### src/rtl/calc_hash_pipe.sv
// calc_hash_pipe: pipelined bucket hash over a multi-word key.
// One 32-bit key word is folded into the accumulator per stage, most
// significant word first. Every stage is elastic (valid/ready). An optional
// 2-entry skid FIFO in front lets in_ready_o come straight from a flop.
module calc_hash_pipe #(
  parameter int    KEY_WIDTH      = 32,
  parameter int    BUCKET_WIDTH   = 8,
  parameter int    SIDE_WIDTH     = 32,
  parameter string HASH_TYPE      = "crc32",
  parameter int    PIPELINE_READY = 0
) (
  input  logic                    clk_i,
  input  logic                    rst_i,
  input  logic                    in_valid_i,
  output logic                    in_ready_o,
  input  logic [KEY_WIDTH-1:0]    in_key_i,
  input  logic [SIDE_WIDTH-1:0]   in_side_i,
  output logic                    out_valid_o,
  input  logic                    out_ready_i,
  output logic [KEY_WIDTH-1:0]    out_key_o,
  output logic [SIDE_WIDTH-1:0]   out_side_o,
  output logic [BUCKET_WIDTH-1:0] out_bucket_o
);

  localparam int NW       = (KEY_WIDTH >= 32) ? KEY_WIDTH / 32 : 1;
  localparam int HT_CRC   = 0;
  localparam int HT_XOR   = 1;
  localparam int HT_DUMMY = 2;
  localparam int HT       = (HASH_TYPE == "crc32")    ? HT_CRC :
                            (HASH_TYPE == "xor_fold") ? HT_XOR :
                            (HASH_TYPE == "dummy")    ? HT_DUMMY : 3;
  localparam int NS       = (32 + BUCKET_WIDTH - 1) / BUCKET_WIDTH;
  localparam int PW       = NS * BUCKET_WIDTH;

  // Parameter sanity checks, reported at elaboration.
  if (HT == 3) begin : g_err_type
    $error("calc_hash_pipe: HASH_TYPE must be crc32, xor_fold or dummy");
  end
  if ((KEY_WIDTH % 32) != 0 || KEY_WIDTH < 32) begin : g_err_key
    $error("calc_hash_pipe: KEY_WIDTH must be a non-zero multiple of 32");
  end
  if (BUCKET_WIDTH < 1 || BUCKET_WIDTH > 32) begin : g_err_bucket
    $error("calc_hash_pipe: BUCKET_WIDTH must be in 1..32");
  end
  if (HT == HT_DUMMY && BUCKET_WIDTH > KEY_WIDTH) begin : g_err_dummy
    $error("calc_hash_pipe: dummy hash needs BUCKET_WIDTH <= KEY_WIDTH");
  end

  // Reflected CRC-32 over one word, byte [31:24] first.
  function automatic logic [31:0] crc_word(input logic [31:0] c_in, input logic [31:0] w);
    logic [31:0] c;
    c = c_in;
    for (int b = 3; b >= 0; b--) begin
      c = c ^ {24'd0, w[8*b +: 8]};
      for (int i = 0; i < 8; i++) begin
        c = c[0] ? ((c >> 1) ^ 32'hEDB8_8320) : (c >> 1);
      end
    end
    return c;
  endfunction

  function automatic logic [31:0] hash_step(input logic [31:0] acc, input logic [31:0] w);
    case (HT)
      HT_CRC:  return crc_word(acc, w);
      HT_XOR:  return acc ^ w;
      default: return acc;
    endcase
  endfunction

  // XOR of all BUCKET_WIDTH slices of the 32-bit value, top slice zero-padded.
  function automatic logic [BUCKET_WIDTH-1:0] fold(input logic [31:0] v);
    logic [PW-1:0]           p;
    logic [BUCKET_WIDTH-1:0] r;
    p       = '0;
    p[31:0] = v;
    r       = '0;
    for (int i = 0; i < NS; i++) begin
      r = r ^ p[i*BUCKET_WIDTH +: BUCKET_WIDTH];
    end
    return r;
  endfunction

  function automatic logic [BUCKET_WIDTH-1:0] bucket_of(input logic [31:0] acc,
                                                         input logic [KEY_WIDTH-1:0] key);
    case (HT)
      HT_CRC:  return acc[31 -: BUCKET_WIDTH];
      HT_XOR:  return fold(acc);
      default: return key[KEY_WIDTH-1 -: BUCKET_WIDTH];
    endcase
  endfunction

  // Stage state.
  logic                  valid_q [NW];
  logic [KEY_WIDTH-1:0]  key_q   [NW];
  logic [SIDE_WIDTH-1:0] side_q  [NW];
  logic [31:0]           acc_q   [NW];
  logic [NW-1:0]         ready_s;

  // Source feeding stage 0 (either the raw input or the skid FIFO head).
  logic                  front_valid;
  logic [KEY_WIDTH-1:0]  front_key;
  logic [SIDE_WIDTH-1:0] front_side;

  // Ready chain: a stage can load when it is empty or everything downstream can move.
  always_comb begin
    logic r;
    ready_s = '0;
    r       = out_ready_i;
    for (int k = NW - 1; k >= 0; k--) begin
      r          = r || !valid_q[k];
      ready_s[k] = r;
    end
  end

  for (genvar gi = 0; gi < NW; gi++) begin : g_stage
    logic                  src_valid;
    logic [KEY_WIDTH-1:0]  src_key;
    logic [SIDE_WIDTH-1:0] src_side;
    logic [31:0]           src_acc;
    logic [31:0]           acc_d;

    if (gi == 0) begin : g_first
      assign src_valid = front_valid;
      assign src_key   = front_key;
      assign src_side  = front_side;
      assign src_acc   = (HT == HT_CRC) ? 32'hFFFF_FFFF : 32'h0;
    end else begin : g_next
      assign src_valid = valid_q[gi-1];
      assign src_key   = key_q[gi-1];
      assign src_side  = side_q[gi-1];
      assign src_acc   = acc_q[gi-1];
    end

    // Fold this stage's key word in; the last stage also applies the CRC output inversion.
    always_comb begin
      acc_d = hash_step(src_acc, src_key[32*(NW-1-gi) +: 32]);
      if ((gi == NW - 1) && (HT == HT_CRC)) begin
        acc_d = acc_d ^ 32'hFFFF_FFFF;
      end
    end

    // Stage register: take the predecessor's beat (or a bubble) whenever this stage may move.
    always_ff @(posedge clk_i or posedge rst_i) begin
      if (rst_i) begin
        valid_q[gi] <= 1'b0;
        key_q[gi]   <= '0;
        side_q[gi]  <= '0;
        acc_q[gi]   <= '0;
      end else if (ready_s[gi]) begin
        valid_q[gi] <= src_valid;
        if (src_valid) begin
          key_q[gi]  <= src_key;
          side_q[gi] <= src_side;
          acc_q[gi]  <= acc_d;
        end
      end
    end
  end

  if (PIPELINE_READY == 0) begin : g_direct
    assign front_valid = in_valid_i;
    assign front_key   = in_key_i;
    assign front_side  = in_side_i;
    assign in_ready_o  = ready_s[0];
  end else begin : g_skid
    logic [KEY_WIDTH-1:0]  fifo_key_q  [2];
    logic [SIDE_WIDTH-1:0] fifo_side_q [2];
    logic                  wr_ptr_q;
    logic                  rd_ptr_q;
    logic [1:0]            count_q;
    logic [1:0]            count_d;
    logic                  in_ready_q;
    logic                  enq;
    logic                  deq;

    assign enq     = in_valid_i && in_ready_q;
    assign deq     = (count_q != 2'd0) && ready_s[0];
    assign count_d = count_q + {1'b0, enq} - {1'b0, deq};

    // FIFO bookkeeping; in_ready is registered from the next occupancy.
    always_ff @(posedge clk_i or posedge rst_i) begin
      if (rst_i) begin
        count_q    <= 2'd0;
        wr_ptr_q   <= 1'b0;
        rd_ptr_q   <= 1'b0;
        in_ready_q <= 1'b1;
      end else begin
        count_q    <= count_d;
        wr_ptr_q   <= wr_ptr_q ^ enq;
        rd_ptr_q   <= rd_ptr_q ^ deq;
        in_ready_q <= (count_d != 2'd2);
      end
    end

    // FIFO payload storage; contents are only meaningful while counted.
    always_ff @(posedge clk_i) begin
      if (enq) begin
        fifo_key_q[wr_ptr_q]  <= in_key_i;
        fifo_side_q[wr_ptr_q] <= in_side_i;
      end
    end

    assign front_valid = (count_q != 2'd0);
    assign front_key   = fifo_key_q[rd_ptr_q];
    assign front_side  = fifo_side_q[rd_ptr_q];
    assign in_ready_o  = in_ready_q;
  end

  assign out_valid_o  = valid_q[NW-1];
  assign out_key_o    = key_q[NW-1];
  assign out_side_o   = side_q[NW-1];
  assign out_bucket_o = bucket_of(acc_q[NW-1], key_q[NW-1]);

endmodule
### config.mk
export PLATFORM = sky130hd
export DESIGN_NAME = calc_hash_pipe
export DESIGN_NICKNAME = d
export VERILOG_FILES = /design/src/rtl/calc_hash_pipe.sv
export SDC_FILE = /design/constraint.sdc
export NUM_CORES = 1
export LEC_CHECK = 0
export BUFFER_PORTS_ARGS = -buffer_cell sky130_fd_sc_hd__buf_2
export CAP_MARGIN = 20
export CORE_ASPECT_RATIO = 1.2
export CORE_MARGIN = 2
export CORE_UTILIZATION = 25
export CTS_BUF_LIST = sky130_fd_sc_hd__clkbuf_8
export DETAILED_ROUTE_END_ITERATION = 8
export SYNTH_ARGS = -nofsm -noshare
export SYNTH_HDL_FRONTEND = slang
export SYNTH_SLANG_ARGS = --single-unit
### constraint.sdc
create_clock -name clk_i -period 2.3 [get_ports clk_i]
set_clock_uncertainty 0.1 [all_clocks]
set_input_delay 0.345 -clock clk_i [delete_from_list [all_inputs] [get_ports clk_i]]
set_output_delay 0.345 -clock clk_i [all_outputs]
set_load 0.005 [all_outputs]
**Yosys cells after proc, flatten, opt, wreduce, memory -nomap -nowiden**

Index checks and enable logic that the tools add are counted.

- Register bits after elaboration: 97
- Output and inout bits: 74

- Muxes and demuxes: 32
- Bitwise operators: 37
- Reductions and logical operators: 3

Operators by type and width:

| operator | number |
|---|---|
| 2-to-1 mux 32 bit | 32 |
| NOT 13 -> 14 bit | 32 |
| XOR 32 x 8 -> 32 bit | 3 |
| NOT 32 bit | 1 |
| NOT 8 -> 32 bit | 1 |
| AND reduction 2 bit | 1 |
| zero test 1 bit | 1 |
| logical OR 1 bit | 1 |

**Longest topological paths before layout**

Gate-level depths: netlist of the first run.

- Depth after elaboration: 69
- Depth in mapped cells: 7
- Depth with buffers taken out: 6

**Worst setup path before layout of the first run**

No wires, ideal clock.

- Path kind: in2reg
- Start point: in in_key_i[27]
- End point: reg acc_q[25] (netlist name)
- Data arrival time: 2.299 ns
- Path slack: -0.224 ns
- Stages: 7
- Path buffers: 1
- Path through: buf_6 xnor3_2 xnor3_1 xor2_1 xnor2_2 xnor3_1 mux2_2

- Cells in the longest elaborated chain, start to end: 47

RTL lines:

| item | RTL line | source |
|---|---|---|
| start: declaration | 16 | `input logic [KEY_WIDTH-1:0] in_key_i,` |
| NOT 8 -> 32 bit (no source line) (*) | - |  |
| 2-to-1 mux 32 bit (*) (4 in a row) | 56 | `c = c[0] ? ((c >> 1) ^ 32'hEDB8_8320) : (c >> 1);` |
| NOT 13 -> 14 bit (no source line) | - |  |
| 2-to-1 mux 32 bit (*) | 56 |  |
| NOT 13 -> 14 bit (no source line) | - |  |
| 2-to-1 mux 32 bit (*) (3 in a row) | 56 |  |
| XOR 32 x 8 -> 32 bit (*) | 54 | `c = c ^ {24'd0, w[8*b +: 8]};` |
| 2-to-1 mux 32 bit (*) | 56 |  |
| (+24 left out) | - |  |
| 2-to-1 mux 32 bit (*) | 56 |  |
| NOT 13 -> 14 bit (no source line) | - |  |
| 2-to-1 mux 32 bit (*) (2 in a row) | 56 |  |
| NOT 13 -> 14 bit (no source line) | - |  |
| 2-to-1 mux 32 bit (*) | 56 |  |
| NOT 13 -> 14 bit (no source line) | - |  |
| 2-to-1 mux 32 bit (*) (2 in a row) | 56 |  |
| NOT 32 bit (no source line) (*) | - |  |
| end signal: indexed assignment | 148 | `acc_q[gi] <= '0;` |
| end signal: indexed assignment | 154 | `acc_q[gi] <= acc_d;` |
| end: declaration | 96 | `logic [31:0] acc_q [NW];` |

Every way passes the cells marked *; elsewhere a longest branch is shown, timed or not.
A chain may end at the register's enable or synchronous reset.

**Worst setup path in the final report of the first run**

- Start point: in in_key_i[8]
- End point: reg acc_q[25] (netlist name)

- Cells in the longest elaborated chain, start to end: 24

RTL lines:

| item | RTL line |
|---|---|
| XOR 32 x 8 -> 32 bit (*) | 54 |
| 2-to-1 mux 32 bit (*) (3 in a row) | 56 |
| NOT 13 -> 14 bit (no source line) / 2-to-1 mux 32 bit (equally long branches) | - |
| 2-to-1 mux 32 bit (*) (5 in a row) | 56 |
| XOR 32 x 8 -> 32 bit (*) | 54 |
| 2-to-1 mux 32 bit (*) (2 in a row) | 56 |
| NOT 13 -> 14 bit (no source line) / 2-to-1 mux 32 bit (equally long branches) | - |
| 2-to-1 mux 32 bit (*) | 56 |
| NOT 13 -> 14 bit (no source line) | - |
| 2-to-1 mux 32 bit (*) (2 in a row) | 56 |
| NOT 13 -> 14 bit (no source line) | - |
| 2-to-1 mux 32 bit (*) | 56 |
| NOT 13 -> 14 bit (no source line) | - |
| 2-to-1 mux 32 bit (*) (2 in a row) | 56 |
| NOT 32 bit (no source line) (*) | - |

Marked as above.

==> results list, run 1 <==
- For this run, the detailed router's first-pass iteration total came to 4.
- Dividing total power by cell area gives a power density of 1040 mW/mm^2.
* Max-slew violations: 0
* Number of max-cap violations: 0
* XOR/XNOR share of the synthesized area: 26.9%
- Sequential Area: 0.00183 sq mm
- Clock tree from TritonCTS: done
- Wirelength per Cell: 15.1 um
- The net count of the finished layout is 481.
- Total Negative Setup Slacks: 0 ns
- By area, the combinational part of the netlist is dominated by XOR/XNOR gates.
* Root buf cell: sky130_fd_sc_hd__clkbuf_8
* Remaining Overflow, GRT: 0
* Initial core utilization: 25.6%
- The area growth from synthesis to layout is 41.5%.
- For the worst setup path, the data arrival time is 2.39 ns.
- Boundary pin count: 142
- Once detail routing completed, the nets flagged for antenna violations numbered 0.
- Clock-pin slew was measured on the worst setup and hold paths at 0.08 ns.
* Met1 capacity usage during global routing: 12.4%
- Measured on the finished design, the core utilization comes to 36.2%.
- The critical path is of the input pin to flip-flop type.
* Number of antenna cells inserted: 0
- Before CTS, the worst setup slack after placement is -0.352 ns.
* Cell depth of the worst flop-to-flop path: 4
- Pin count of the biggest net entering global routing: 42
* Reg-to-reg endpoint: out_side_o[12]$_DFFE_PP0P_
* Final cycle utilization of the critical path: 97.3%
* Worst rel slew slack: 50.9%
- Final Hold Violating Endpoints: 0
* Compound-cell area share of the yosys netlist: 0.814%
- Count of endpoints failing setup in the final report: 0
* Most utilized layer in the global route result: met2
* Routed wire length: 8930 um
- The floorplan step defined a core boundary enclosing 0.0144 sq mm.
- The synthesized netlist devotes 1.05% of its cell area to simple gates.
* Slew at the pin closest to its max-slew limit: 0.736 ns
- Met3 layer usage reported by global route: 4.65%
* Number of antenna violations at the first check in global routing: 0
* Required time worst endpoint: 2.45 ns
- Clock buffers created by TritonCTS: 9
* Launch instance of the worst register-to-register path: out_valid_o$_DFFE_PP0N_
- Fill cells in the final layout number 1411.
* Path category of the worst min-delay check: input pin to flip-flop
* Post-route cell area: 0.00522 sq mm
- Share of layout cells above drive strength 1: 66.7%
- All-Layer GR Usage: 11.8%
- In this run the cell area measured after placement is 0.00491 sq mm.
* Post-DP HPWL: 7060 um
- DIE AREA: 0.0158 sq mm
- In this run the cell area of the synthesized design comes to 0.00369 sq mm.
- Category of the worst setup path launch point: input pin
* Terminating pin of the worst hold path: out_side_o[21]$_DFFE_PP0P_
* Maximum vdd ir drop: 0.339 mV
- After synthesis, the netlist uses 18 different library cells.
- Avg Inst Size Synth: 15.6 sq um
- The worst hold path was traced through 2 stages.
* Post-synthesis cell count: 237
- From left edge to right edge, the die measures 115 um.
* Weighted congestion at the end of routability-driven global placement: 0.784
* Via/cell ratio: 4.15
- Die Y: 137 um
* Setup WS post-layout: 0.0626 ns
- For this run, the number of Yosys warnings is 0.
- First-pass GRT wire length: 13500 um
- Counting every net in the synthesized netlist gives 305.
- The analysis attributes to cell leakage a power of 0.00260 uW.
* Remaining routing DRC violations: 0
- The clock passes through at most 2 buffers.
- The portion of synthesized area spent on multiplexers is 20.1%.
- Top achievable clock speed: 0.447 GHz
* Max H-tree Level: 3
- The synthesized design contains 73 register bits.
- The flow ran to the end, and the final reports show no timing, DRC or antenna violations.
- Number of vias after detailed routing: 2463
- Minimum period implied by the final worst setup slack: 2.24 ns
- The clock net in this run drives a total of 73 sinks.
* Area taken by multi-input logic gates: 0.00191 sq mm
- Worst Path Max Fanout: 3
* Kind of end point of the critical path: flip-flop
* Post-Synth Adder-Cell Area: 0%
* Number of global-route vias before repair: 2652
- Setup repair after global routing missed its margin: yes
- The count of buffers added on input and output ports is 141.
- The floorplan has 48 rows.
- Source of the critical timing path: in_key_i[8]
- In this run the most critical hold path is launched from in_side_i[21].
- For the worst-skew pair, the clock arrives at the later sink with an insertion delay of 0.36 ns.
- Proportion of synthesized chip area in sequential cells: 49.5%
- The first routing iteration left 54 violations.
- Met2 GRT Util: 20.4%
* Flop-to-flop setup slack: 0.67 ns
-- worst max-delay path: stages --
cell and delay, ns:
sky130_fd_sc_hd__buf_2 0.14, sky130_fd_sc_hd__xnor3_2 0.41, sky130_fd_sc_hd__xnor2_2 0.19, sky130_fd_sc_hd__xnor3_1 0.47, sky130_fd_sc_hd__xnor2_2 0.17, sky130_fd_sc_hd__xnor3_1 0.40
sky130_fd_sc_hd__mux2_2 0.26
-- per-stage QoR --
step,cells,hold WS [ns],power [uW]
6_report,593,0.106,5450
4_1_cts,591,0.0723,5490
3_3_place_gp,574,0.372,4190
5_1_grt,593,0.0760,5820
2_1_floorplan,237,0.353,3370
3_5_place_dp,574,0.372,4230
-- worst max path at each step --
stage | cells after the start | slack, ns | to
3_3_place_gp | 8 | -0.31 | acc_q[26]$_DFFE_PP0P_
4_1_cts | 7 | 0.04 | acc_q[25]$_DFFE_PP0P_
6_report | 7 | 0.06 | acc_q[25]$_DFFE_PP0P_
2_1_floorplan | 6 | -0.17 | acc_q[25]$_DFFE_PP0P_
5_1_grt | 9 | -0.008 | acc_q[28]$_DFFE_PP0P_
3_5_place_dp | 7 | -0.35 | acc_q[25]$_DFFE_PP0P_
-- Yosys cell counts --
cell / count / area share (%)
sky130_fd_sc_hd__xnor3_2: 1 / 0.64
sky130_fd_sc_hd__buf_4: 1 / 0.20
sky130_fd_sc_hd__clkbuf_1: 1 / 0.10
sky130_fd_sc_hd__buf_2: 1 / 0.14
sky130_fd_sc_hd__xnor2_1: 32 / 7.6
sky130_fd_sc_hd__o21ai_0: 2 / 0.27
sky130_fd_sc_hd__o21ai_1: 4 / 0.54
sky130_fd_sc_hd__mux2_2: 66 / 20
sky130_fd_sc_hd__inv_1: 1 / 0.10
sky130_fd_sc_hd__xnor2_2: 3 / 1.3
sky130_fd_sc_hd__nand2b_1: 2 / 0.34
sky130_fd_sc_hd__nand2_1: 7 / 0.71
sky130_fd_sc_hd__buf_6: 1 / 0.31
sky130_fd_sc_hd__dfrtp_1: 73 / 50
sky130_fd_sc_hd__xor2_1: 11 / 2.6
sky130_fd_sc_hd__buf_1: 7 / 0.71
sky130_fd_sc_hd__xnor3_1: 21 / 13
sky130_fd_sc_hd__xor3_1: 3 / 1.9
-- layout make-up --
| type | count | share of cell area, % |
|---|---|---|
| Clock buffer | 9 | 2.37 |
| Clock inverter | 7 | 2.28 |
| Inverter | 1 | 0.0958 |
| Multi-Input combinational cell | 152 | 36.5 |
| Sequential cell | 73 | 35.0 |
| Tap cell | 175 | 4.19 |
| Timing Repair Buffer | 176 | 19.5 |
-- logic make-up after synthesis --
family,after synthesis
DFF,73
AOI/OAI and AO/OA,6
buffers and inverters,12
and+or+nand+nor,9
muxes,66
xor gates and xnor gates,71
-- timing repair --
action	in CTS	in global routing
gates resized for setup	0	8
setup endpoints to repair	0	5
buffers inserted	0	2
hold buffers	1	0
endpoints found under the hold margin	39	0
-- power by group --
part	switching [uW]	total, uW	internal (uW)
registers	110	1640	1530
logic	918	2590	1670
clock network	504	1220	719
total	1530	5450	3920
-- sequential cells by signal (all words and copies together) (netlist names) --
signal / flops
out_valid_o: 1
acc_q: 8
out_key_o: 32
out_side_o: 32
-- placed cells by master, fill, tap and decap left out, drive strengths merged, types with 2 or more instances in the layout --
cell,n
bufinv,3
clkinvlp,2
xnor2,35
xnor3,22
clkinv,3
xor2,11
clkbuf,9
o21ai,6
nand2b,2
dfrtp,73
nand2,7
xor3,3
buf,175
mux2,66
-- per-layer routing --
layer / share of wire (%) / vias to the layer above / wire length (um)
li1: - / 1160 / -
met2: 52 / 78 / 4670
met3: 6.7 / 15 / 596
met4: 2.3 / 0 / 204
met5: 0 / - / 0
met1: 39 / 1210 / 3470
Power figures use the tool's default switching activity.
==> run 2: changes to the inputs <==
Settings changed: BUFFER_PORTS_ARGS -buffer_cell sky130_fd_sc_hd__buf_2 to -buffer_cell sky130_fd_sc_hd__clkbuf_2.
==> run 2 against run 1 <==
Net effect: worst setup slack got worse by 0.039 ns; wire length increased by 1.2%; highest routed layer unchanged; largest power group unchanged; design area shrank 0.19%; critical path depth increased by 1; power barely moved.
==> results list, run 2 (synthesis gave the netlist of run 1 again) <==
* Path category of the worst min-delay check: input pin to flip-flop
- The combinational share of power came to 48.6% (+1.1 points).
* Internal power consumption: 3900 uW (-0.58%)
- The number of antenna diodes came to 0 (unchanged).
- The placer congestion estimate is 0.784 (unchanged).
* Number of design-rule violations left by the first detailed-router iteration: 48 (-11%)
- The switching power as a share of total power was 28.5% (+0.39 points).
- The detailed-route via count was 2506 (+1.7%).
- The clock latency on the worst-skew pair was 0.36 ns (about the same).
- The worst setup path is of the input pin to flip-flop kind.
* Area added between synthesis and finish: 41.3%
- Source of the critical timing path: in_key_i[27]
* Antenna Nets Post-Route: 0 (unchanged)
- Final cycle utilization of the critical path: 99.0% (+1.7 points)
- The clock network power share was 21.1% (-1.3 points).
- Die extent in x: 115 um (unchanged)
* Worst rel slew slack: 53.1% (+2.2 points)
* Critical Path AT: 2.43 ns (+0.04 ns)
- The final non-filler cell total came to 596 (+0.51%).
* Root buf cell: sky130_fd_sc_hd__clkbuf_8
* Minimum period implied by the final worst setup slack: 2.28 ns (+0.0390 ns)
- The length of the first detailed-routing pass in iterations came to 4 (unchanged).
* Flop-to-flop setup slack: 0.66 ns (about the same)
- The final worst hold slack is 0.105 ns (-0.000492 ns).
- Number of global-route vias before repair: 2616 (-1.4%)
* Kind of end point of the critical path: flip-flop
* Start point of the worst hold path: in_side_i[26]
* Worst Path Max Fanout: 5 (+2)
- Final total power: 5450 uW (about the same)
- Total Negative Setup Slacks: 0 ns (unchanged)
* Required time worst endpoint: 2.45 ns (about the same)
- The power per standard cell area is 1050 mW/mm^2 (+0.15%).
- The initial core utilization is 25.6% (unchanged).
- The final number of setup-violating endpoints came to 0 (unchanged).
- Share of layout cells above drive strength 1: 66.5% (-0.24 points)
- Most used cells in the layout excluding fill and tap cells: sky130_fd_sc_hd__clkbuf_2, sky130_fd_sc_hd__dfrtp_1, sky130_fd_sc_hd__mux2_2, sky130_fd_sc_hd__buf_4, sky130_fd_sc_hd__xnor2_1
- The number of max-cap violations is 0 (unchanged).
- Wirelength per Cell: 15.2 um (+0.64%)
* First-pass GRT wire length: 13600 um (+0.51%)
* Category of the worst setup path launch point: input pin
* Max H-tree Level: 3 (unchanged)
- The transition time at the pin with the least slew margin came to 0.702 ns (-0.0333 ns).
- TritonCTS built the clock tree.
* Area inside the core boundary: 0.0144 sq mm (unchanged)
* Boundary pin count: 142 (unchanged)
* Most frequent standard cell in the layout excluding fill and tap cells: sky130_fd_sc_hd__clkbuf_2
* Worst setup path endpoint: acc_q[25]$_DFFE_PP0P_
- Die Y: 137 um (unchanged)
* Cell count after placement: 574 (unchanged)
- Top achievable clock speed: 0.439 GHz (-1.7%)
- All-Layer GR Usage: 11.7% (-0.046 points)
* CTS clk-pin slew, worst paths: 0.08 ns (about the same)
- Reg-to-reg endpoint: out_side_o[12]$_DFFE_PP0P_
- The total die area was 0.0158 sq mm (unchanged).
- The startpoint identified for the worst register-to-register timing path is out_valid_o$_DFFE_PP0N_.
- The number of buffer cells added on primary ports came to 141 (unchanged).
- The number of buffers on the longest clock path was 2 (unchanged).
- The final-report hold violation count came to 0 (unchanged).
- The overall overflow remaining after global route is 0 (unchanged).
- Remaining routing DRC violations: 0 (unchanged)
* Total net switching power: 1550 uW (+1.3%)
* Number of antenna violations at the first check in global routing: 0 (unchanged)
- Post-DP HPWL: 7010 um (-0.76%)
* Setup repair after global routing missed its margin: yes
- Cell Rows: 48 (unchanged)
* TritonCTS sink count: 73 (unchanged)
* Status: finished, final reports clean
- Cell depth of the worst flop-to-flop path: 4 (unchanged)
* Routed wire length: 9040 um (+1.2%)
- The maximum number of pins on one net before global-route repair came to 41 (-2.4%).
* Max-slew violations: 0 (unchanged)
* Final net count: 484 (+0.62%)
* Static Leak: 0.00264 uW (+1.3%)
- Flop pwr share: 30.3% (+0.2 points)
* Clock buffers created by TritonCTS: 9 (unchanged)
* Maximum vdd ir drop: 0.378 mV (+11%)
- Via/cell ratio: 4.20 (+1.2%)
[run 2: power by group through the flow]
stage                     clock (uW)  combinational [uW]  sequential [uW]
after detailed placement           0                2560             1680
after CTS                       1210                2580             1650
final                           1150                2650             1650
after global placement             0                2550             1660
after global routing            1260                2860             1680
after floorplan                    0                1690             1690
[run 2: critical path, stage by stage]
cell,delay (ns)
sky130_fd_sc_hd__clkbuf_4,0.16
sky130_fd_sc_hd__xnor3_2,0.44
sky130_fd_sc_hd__buf_4,0.17
sky130_fd_sc_hd__xnor3_1,0.21
sky130_fd_sc_hd__xnor3_1,0.27
sky130_fd_sc_hd__xnor2_2,0.16
sky130_fd_sc_hd__xnor3_1,0.40
sky130_fd_sc_hd__mux2_2,0.26
[run 2: area by class of cell]
type	instances	area, sq um
Clock buffer	10	138
Clock inverter	6	91.3
Fill cell	1434	9200
Inverter	1	5.00
Multi-Input combinational cell	152	1900
Sequential cell	73	1830
Tap cell	175	219
Timing Repair Buffer	179	1030
[run 2: stage by stage]
stage,utilization [%],cell area [sq um],setup WS [ns]
final,36.2,5210,0.0236
after floorplan,-,3750,-0.172
after CTS,35.7,5140,0.0424
after global routing,36.2,5210,-0.00372
after global placement,34.0,4900,-0.300
after detailed placement,34.0,4900,-0.354
[run 2: what timing repair did]
item                                    CTS  global route
setup buffers                             0             5
endpoints found under the setup margin    0             3
hold buffers                              1             0
hold endpoints to repair                 38             0
gates resized for setup                   0             9
[run 2: worst min-delay path by stage]
stage	slack, ns	depth (start not counted)	endpoint
floorplan	0.35	1	out_valid_o$_DFFE_PP0N_
global placement	0.36	2	out_side_o[23]$_DFFE_PP0P_
detailed placement	0.37	2	out_side_o[23]$_DFFE_PP0P_
CTS	0.08	2	out_side_o[20]$_DFFE_PP0P_
global route	0.08	2	out_side_o[20]$_DFFE_PP0P_
finish	0.11	2	out_side_o[26]$_DFFE_PP0P_
[run 2: metal layers]
layer	wire (um)	up-vias	global-route usage, %
li1	-	1173	-
met1	3500	1247	12.4
met2	4790	74	20.8
met3	576	12	4.21
met4	172	0	5.22
met5	0	-	0
